<file path="src/rtl/lsu_resp_unit_if.sv">
// lsu_resp_unit_if: request, data-bus and result signals of the LS-pipeline responder.
package lsu_pkg;
  typedef struct packed {
    logic        rf_we;
    logic [31:0] pc;
    logic [1:0]  data_type;
    logic [3:0]  amo_flag;
    logic [31:0] addr;
    logic [31:0] wdata;
    logic [4:0]  rd;
  } lsu_req_info_t;
  typedef struct packed {
    logic [31:0] wdata;
    logic        err;
    logic [4:0]  rd;
    logic [31:0] pc;
    logic        rf_we;
  } pl_out_t;
endpackage

interface lsu_resp_unit_if;
  import lsu_pkg::*;
  logic          flush_i;
  logic          lsu_req_valid_i;
  lsu_req_info_t lsu_req_i;
  logic          lsu_rdy_o;
  logic          data_req_o;
  logic          data_we_o;
  logic [3:0]    data_be_o;
  logic [31:0]   data_addr_o;
  logic [31:0]   data_wdata_o;
  logic          data_lock_o;
  logic          data_gnt_i;
  logic          data_rvalid_i;
  logic [31:0]   data_rdata_i;
  logic          data_err_i;
  logic          lspl_valid_o;
  pl_out_t       lspl_output_o;
  modport slave (
    input  flush_i, lsu_req_valid_i, lsu_req_i, data_gnt_i, data_rvalid_i, data_rdata_i, data_err_i,
    output lsu_rdy_o, data_req_o, data_we_o, data_be_o, data_addr_o, data_wdata_o, data_lock_o,
           lspl_valid_o, lspl_output_o
  );
  modport master (
    output flush_i, lsu_req_valid_i, lsu_req_i, data_gnt_i, data_rvalid_i, data_rdata_i, data_err_i,
    input  lsu_rdy_o, data_req_o, data_we_o, data_be_o, data_addr_o, data_wdata_o, data_lock_o,
           lspl_valid_o, lspl_output_o
  );
endinterface

</file>
<file path="src/rtl/lsu_resp_unit.sv">
// lsu_resp_unit: runs one LS request as a single data-bus transaction and owns the AMO bus lock.
module lsu_resp_unit
  import lsu_pkg::*;
(
  input logic            clk_i,
  input logic            rst_i,
  lsu_resp_unit_if.slave bus
);
  typedef enum logic [2:0] {IDLE, REQ, WAIT, RESP, ERR, DRAIN} state_e;
  state_e      state_q, state_d;
  logic        req_q, we_q, lock_q, err_q, rf_we_q;
  logic [3:0]  be_q, flag_q;
  logic [31:0] addr_q, wdata_q, pc_q, rdata_q;
  logic [4:0]  rd_q;
  logic [1:0]  type_q, off_q;
  logic        accept, imm_err, legal_flag, misal, amo_rd, amo_wr;
  logic [3:0]  be_d;
  logic [31:0] wdata_d, ld_res;
  lsu_req_info_t r;
  assign r          = bus.lsu_req_i;
  assign accept     = bus.lsu_req_valid_i & (state_q == IDLE) & ~bus.flush_i;
  assign legal_flag = r.amo_flag == 4'b0000 || r.amo_flag == 4'b0100 || r.amo_flag == 4'b1000;
  assign misal      = (r.data_type == 2'b00 && r.addr[1:0] != 2'b00) || (r.data_type == 2'b01 && r.addr[0]);
  assign imm_err    = ~legal_flag | misal | (r.data_type == 2'b11) | (r.amo_flag != 4'b0000 && r.data_type != 2'b00);
  assign be_d       = r.data_type == 2'b00 ? 4'hF :
                      r.data_type == 2'b01 ? 4'b0011 << r.addr[1:0] : 4'b0001 << r.addr[1:0];
  assign wdata_d    = r.data_type == 2'b00 ? r.wdata :
                      r.data_type == 2'b01 ? {2{r.wdata[15:0]}} : {4{r.wdata[7:0]}};
  assign amo_rd     = flag_q == 4'b0100;
  assign amo_wr     = flag_q == 4'b1000;
  always_comb begin
    state_d = state_q;
    case (state_q)
      IDLE:    state_d = accept ? (imm_err ? ERR : REQ) : IDLE;
      REQ:     state_d = bus.data_gnt_i ? (bus.flush_i ? DRAIN : WAIT) : (bus.flush_i ? IDLE : REQ);
      WAIT:    state_d = bus.data_rvalid_i ? (bus.flush_i ? IDLE : RESP) : (bus.flush_i ? DRAIN : WAIT);
      DRAIN:   state_d = bus.data_rvalid_i ? IDLE : DRAIN;
      default: state_d = IDLE;
    endcase
  end
  always_ff @(posedge clk_i or posedge rst_i) begin
    if (rst_i) begin
      state_q <= IDLE;
      req_q   <= 1'b0;
      we_q    <= 1'b0;
      be_q    <= '0;
      addr_q  <= '0;
      wdata_q <= '0;
      lock_q  <= 1'b0;
      err_q   <= 1'b0;
      rdata_q <= '0;
      rf_we_q <= 1'b0;
      pc_q    <= '0;
      rd_q    <= '0;
      type_q  <= '0;
      flag_q  <= '0;
      off_q   <= '0;
    end else begin
      state_q <= state_d;
      if (accept) begin
        rf_we_q <= r.rf_we;
        pc_q    <= r.pc;
        rd_q    <= r.rd;
        type_q  <= r.data_type;
        flag_q  <= r.amo_flag;
        off_q   <= r.addr[1:0];
        err_q   <= imm_err;
        rdata_q <= '0;
      end
      if (accept && !imm_err) begin
        req_q   <= 1'b1;
        we_q    <= r.amo_flag == 4'b1000 || (r.amo_flag == 4'b0000 && !r.rf_we);
        be_q    <= be_d;
        addr_q  <= {r.addr[31:2], 2'b00};
        wdata_q <= wdata_d;
      end else if (state_q == REQ && (bus.data_gnt_i || bus.flush_i)) begin
        req_q <= 1'b0;
      end
      if (state_q == WAIT && bus.data_rvalid_i) begin
        rdata_q <= bus.data_rdata_i;
        err_q   <= bus.data_err_i;
      end
      // Lock spans the AMO read/write pair; a failed AMO read abandons it.
      if (bus.flush_i)
        lock_q <= 1'b0;
      else if (accept && !imm_err && r.amo_flag == 4'b0100)
        lock_q <= 1'b1;
      else if (state_q == RESP && (amo_wr || (amo_rd && err_q)))
        lock_q <= 1'b0;
    end
  end
  always_comb begin
    ld_res = type_q == 2'b00 ? rdata_q :
             type_q == 2'b01 ? {{16{rdata_q[{off_q[1], 4'b0000} + 15]}}, rdata_q[{off_q[1], 4'b0000} +: 16]} :
                               {{24{rdata_q[{off_q, 3'b000} + 7]}}, rdata_q[{off_q, 3'b000} +: 8]};
    bus.lsu_rdy_o           = state_q == IDLE;
    bus.data_req_o          = req_q;
    bus.data_we_o           = we_q;
    bus.data_be_o           = be_q;
    bus.data_addr_o         = addr_q;
    bus.data_wdata_o        = wdata_q;
    bus.data_lock_o         = lock_q;
    bus.lspl_valid_o        = (state_q == RESP || state_q == ERR) && !bus.flush_i;
    bus.lspl_output_o.wdata = (state_q == RESP && !we_q) ? ld_res : 32'h0;
    bus.lspl_output_o.err   = err_q;
    bus.lspl_output_o.rd    = rd_q;
    bus.lspl_output_o.pc    = pc_q;
    bus.lspl_output_o.rf_we = rf_we_q;
  end
endmodule

</file>
<file path="src/flat_wrapper.sv">
// flat-port wrapper written by rule: the top's interface ports become plain ports
module lsu_resp_unit_flat import lsu_pkg::*;
  (clk_i, rst_i, bus_flush_i, bus_lsu_req_valid_i, bus_lsu_req_i, bus_data_gnt_i, bus_data_rvalid_i, bus_data_rdata_i, bus_data_err_i, bus_lsu_rdy_o, bus_data_req_o, bus_data_we_o, bus_data_be_o, bus_data_addr_o, bus_data_wdata_o, bus_data_lock_o, bus_lspl_valid_o, bus_lspl_output_o);
  lsu_resp_unit_if bus_i ();
  input logic clk_i;
  input logic rst_i;
  input wire logic [$bits(bus_i.flush_i)-1:0] bus_flush_i;
  input wire logic [$bits(bus_i.lsu_req_valid_i)-1:0] bus_lsu_req_valid_i;
  input wire logic [$bits(bus_i.lsu_req_i)-1:0] bus_lsu_req_i;
  input wire logic [$bits(bus_i.data_gnt_i)-1:0] bus_data_gnt_i;
  input wire logic [$bits(bus_i.data_rvalid_i)-1:0] bus_data_rvalid_i;
  input wire logic [$bits(bus_i.data_rdata_i)-1:0] bus_data_rdata_i;
  input wire logic [$bits(bus_i.data_err_i)-1:0] bus_data_err_i;
  output wire logic [$bits(bus_i.lsu_rdy_o)-1:0] bus_lsu_rdy_o;
  output wire logic [$bits(bus_i.data_req_o)-1:0] bus_data_req_o;
  output wire logic [$bits(bus_i.data_we_o)-1:0] bus_data_we_o;
  output wire logic [$bits(bus_i.data_be_o)-1:0] bus_data_be_o;
  output wire logic [$bits(bus_i.data_addr_o)-1:0] bus_data_addr_o;
  output wire logic [$bits(bus_i.data_wdata_o)-1:0] bus_data_wdata_o;
  output wire logic [$bits(bus_i.data_lock_o)-1:0] bus_data_lock_o;
  output wire logic [$bits(bus_i.lspl_valid_o)-1:0] bus_lspl_valid_o;
  output wire logic [$bits(bus_i.lspl_output_o)-1:0] bus_lspl_output_o;
  assign bus_i.flush_i = bus_flush_i;
  assign bus_i.lsu_req_valid_i = bus_lsu_req_valid_i;
  assign bus_i.lsu_req_i = bus_lsu_req_i;
  assign bus_i.data_gnt_i = bus_data_gnt_i;
  assign bus_i.data_rvalid_i = bus_data_rvalid_i;
  assign bus_i.data_rdata_i = bus_data_rdata_i;
  assign bus_i.data_err_i = bus_data_err_i;
  assign bus_lsu_rdy_o = bus_i.lsu_rdy_o;
  assign bus_data_req_o = bus_i.data_req_o;
  assign bus_data_we_o = bus_i.data_we_o;
  assign bus_data_be_o = bus_i.data_be_o;
  assign bus_data_addr_o = bus_i.data_addr_o;
  assign bus_data_wdata_o = bus_i.data_wdata_o;
  assign bus_data_lock_o = bus_i.data_lock_o;
  assign bus_lspl_valid_o = bus_i.lspl_valid_o;
  assign bus_lspl_output_o = bus_i.lspl_output_o;
  lsu_resp_unit u_core (.clk_i(clk_i), .rst_i(rst_i), .bus(bus_i));
endmodule
</file>
<file path="config.mk">
export PLATFORM = sky130hd
export DESIGN_NAME = lsu_resp_unit_flat
export DESIGN_NICKNAME = d
export VERILOG_FILES = /design/src/rtl/lsu_resp_unit_if.sv /design/src/rtl/lsu_resp_unit.sv /design/src/flat_wrapper.sv
export SDC_FILE = /design/constraint.sdc
export NUM_CORES = 1
export LEC_CHECK = 0
export CORE_AREA = 2 2 141 143
export CTS_BUF_LIST = sky130_fd_sc_hd__clkbuf_8
export DETAILED_ROUTE_END_ITERATION = 8
export DIE_AREA = 0 0 143 145
export GPL_TIMING_DRIVEN = 1
export PLACE_DENSITY = 0.72
export SYNTH_ARGS = -nofsm -noshare
export SYNTH_HDL_FRONTEND = slang
export SYNTH_SLANG_ARGS = --single-unit
</file>
<file path="constraint.sdc">
create_clock -name clk_i -period 5.1 [get_ports clk_i]
set_clock_uncertainty 0.05 [all_clocks]
set_input_delay 1.02 -clock clk_i [delete_from_list [all_inputs] [get_ports clk_i]]
set_output_delay 1.02 -clock clk_i [all_outputs]
set_load 0.02 [all_outputs]
</file>
==> reports/qor.yml <==
status:
  status: "finished clean"
sta:
  finalHoldViolCount: 0
  hold_slack_ns: 0.425
  slew_headroom_pct: 18.5
  finalCriticalPeriod_ns: 4.22
  worst_slack_ns: 0.878
  fin_crit_sh_pct: 82.8
  fmax_mhz: 237
  drv_slew: 0
  rsz0062_at_grt: "no"
  worst_pin_slew_ns: 1.22
  setup_violations: 0
  finalSetupTns_ns: 0
pwr:
  pwr-share-seq_pct: 45.1
  p_int_w: 0.00220
  ir_drop_mv: 0.148
  clkPwrFrac_pct: 27.5
  p_leak_nw: 4.56
  cellPowerDensity_mw_per_mm2: 310
  netSwitchingFraction_pct: 31.3
  power_frac_comb_pct: 27.4
  p_sw_w: 0.00100
worst_setup_path:
  critPathMaxStageDelay_ns: 0.68
  reg2regPathDepth: 7
  rrSetupSlack_ns: 2.78
  path_buf_inv: 1
  r2r-end: "u_core.bus.data_be_o[1]"
  path_class: "flop to output port"
  path_cells: "mux2_2 -> nand2_1 -> o21ai_0 -> a22oi_2 -> a21oi_1 -> clkdlybuf4s50_1"
  cp-start-kind: "flop"
  cpMaxStageDelayCell: "a22oi_2"
  cp_top_family: "compound AO/OA/AOI/OAI gates"
  worstPathRequired_ns: 4.03
  endpoint_kind: "output port"
  r2r_start: "u_core.state_q[0]"
  cp_max_fo: 17
  crit_cells: 6
  worstPathArrival_ns: 3.15
placed_design:
  place_ws_ns: 1.36
  post-dp-hpwl_um: 15100
  io_buffer_count: 288
  postPlaceCellArea_mm2: 0.00996
  gp_congestion: 0.863
floorplan:
  ios: 291
  start_util_pct: 35.7
  die_height_um: 145
  die_area_mm2: 0.0207
  core_mm2: 0.0192
  die_w_um: 143
  fp-row-count: 51
cts:
  clock_latency_ns: 0.43
  h-tree-depth: 4
  cts.repair.resized: 0
  cts_buffers: 17
  cts_setup_buffers: 0
  cts_tree: "yes"
  hold_buffers: 0
  cts_sinks: 151
  clk_pin_slew_ns: 0.09
  cts.path.max_buffers: 2
  root_buffer: "clkbuf_8"
cells_and_area:
  final_area_mm2: 0.0103
  post-route-util_pct: 53.8
  drive_gt1_share_pct: 10.6
  nFillCells: 1733
  synthToLayoutAreaGrowth_pct: 50.9
  layout.nets: 1082
  num_antenna_cells: 0
global_routing:
  grt_pass1_wl_um: 32400
  antenna_found_initial: 1
  grt_usage_pct: 20.2
  first_global_vias: 5882
  overflow: 0
  grt_max_degree: 68
detailed_routing:
  first_pass_iters: 4
  detail-route-antenna-nets: 0
  wl_per_cell_um: 17.3
  initialDrtViolationCount: 224
  dr_total_vias: 5810
  drc: 0
  drt-total-wl_um: 20900
  avgViaCountPerCell: 4.81
logic_synthesis:
  ys_seq_area_share_pct: 55.1
  synth_warnings: 0
  ys_top_cells_by_area: "dfrtp_1, nand2_1, mux2_2"
  async_flop_share_pct: 100
  synth.largest_area_cell: "dfrtp_1"
  syn_avg_cell_area_um2: 10.4
  netlist_top_cells_count: "nand2_1, dfrtp_1, mux2_2, mux2i_1, a21oi_1"
  netlist_instances: 659
  synth_top_area_share_pct: 55.1
  synth_area_mm2: 0.00685
  synth_cell_types: 40
  yosysMostFrequentCell: "nand2_1"
  ys.flop_type: "dfrtp_1"
  ys_ff_latch: 151
  synth-edff-count: 0
hold_path:
  hold_path_class: "flop to flop"
  min-delay-start: "u_core.bus.data_be_o[0]"
  holdPathStages: 2
  min_to: "u_core.bus.data_be_o[0]"
run:
  maxCapViolations: 0
[registers in the layout (all words and copies together) (netlist names), 2 cells and up]
register,cells
u_core.bus.data_wdata_o,32
u_core.type_q,2
u_core.state_q,3
u_core.flag_q,4
u_core.pc_q,32
u_core.bus.data_be_o,4
u_core.bus.data_addr_o,30
u_core.rd_q,5
u_core.off_q,2
u_core.rdata_q,32
[power by group through the flow]
| stage | Combinational [W] | Sequential (W) | Clock, W |
|---|---|---|---|
| after global routing | 0.000941 | 0.00147 | 0.000968 |
| after global placement | 0.000881 | 0.00146 | 0 |
| after CTS | 0.000892 | 0.00144 | 0.000915 |
| after floorplan | 0.000268 | 0.00161 | 0 |
| final | 0.000879 | 0.00144 | 0.000880 |
| after detailed placement | 0.000889 | 0.00146 | 0 |
[worst min-delay path, cell delays in order (launching register included)]
cell	delay (ns)
dfrtp_1	0.35
nand2_1	0.05
nand2_1	0.05
[layout by cell type (no fill, tap or decap), drive strengths merged]
master	n
clkdlybuf4s50	288
nand2	179
dfrtp	151
mux2	46
mux2i	42
o21ai	40
a21oi	39
a22o	32
nor2	23
clkbuf	18
buf	12
inv	12
clkinvlp	6
ha	6
nor2b	5
nor3	4
clkinv	4
a221o	3
a222oi	3
a32o	3
nand3	3
nor3b	3
and2	2
nand3b	2
nand2b	2
conb	2
or2	2
o41ai	2
a221oi	2
a211oi	1
a211o	1
a22oi	1
a21o	1
a2111oi	1
bufinv	1
[worst max-delay path by stage]
stage	start	end	slack, ns
after floorplan	rst_i	u_core.bus.data_addr_o[10]	2.13
after global placement	u_core.off_q[1]	bus_lspl_output_o[59]	1.42
after detailed placement	u_core.off_q[1]	bus_lspl_output_o[59]	1.36
after CTS	u_core.off_q[1]	bus_lspl_output_o[59]	0.85
after global routing	u_core.off_q[1]	bus_lspl_output_o[59]	0.66
final	u_core.off_q[1]	bus_lspl_output_o[59]	0.88
[logic make-up after synthesis]
kind of cell               after synthesis  synth area share [%]
DFF                                    151                  55.1
muxes                                   88                  13.7
AOI/OAI and AO/OA                      129                  12.6
buffers and inverters                   59                  3.94
and+or+nand+nor                        225                  13.4
other                                    1                0.0547
adders and majority gates                6                  1.10
[per-stage QoR]
step           instances  power (W)
2_1_floorplan        660    0.00188
3_3_place_gp        1175    0.00234
3_5_place_dp        1175    0.00235
4_1_cts             1207    0.00325
5_1_grt             1207    0.00338
6_report            1207    0.00320
[metal layers]
layer	global-route usage [%]	vias to the layer above	part of all wire, %
li1	-	2787	-
met1	25.4	2736	41
met2	32.5	257	47
met3	7.36	30	9.6
met4	6.09	0	1.9
met5	0	-	0
[layout make-up]
class,count,area [µm²],area share [%]
Sequential cell,151,3780,36.6
Timing Repair Buffer,300,3000,29.0
Multi-Input combinational cell,450,2820,27.3
Tap cell,265,332,3.21
Clock buffer,18,248,2.40
Clock inverter,14,125,1.21
Inverter,9,37.5,0.363
(Power assumes the default switching activity.)
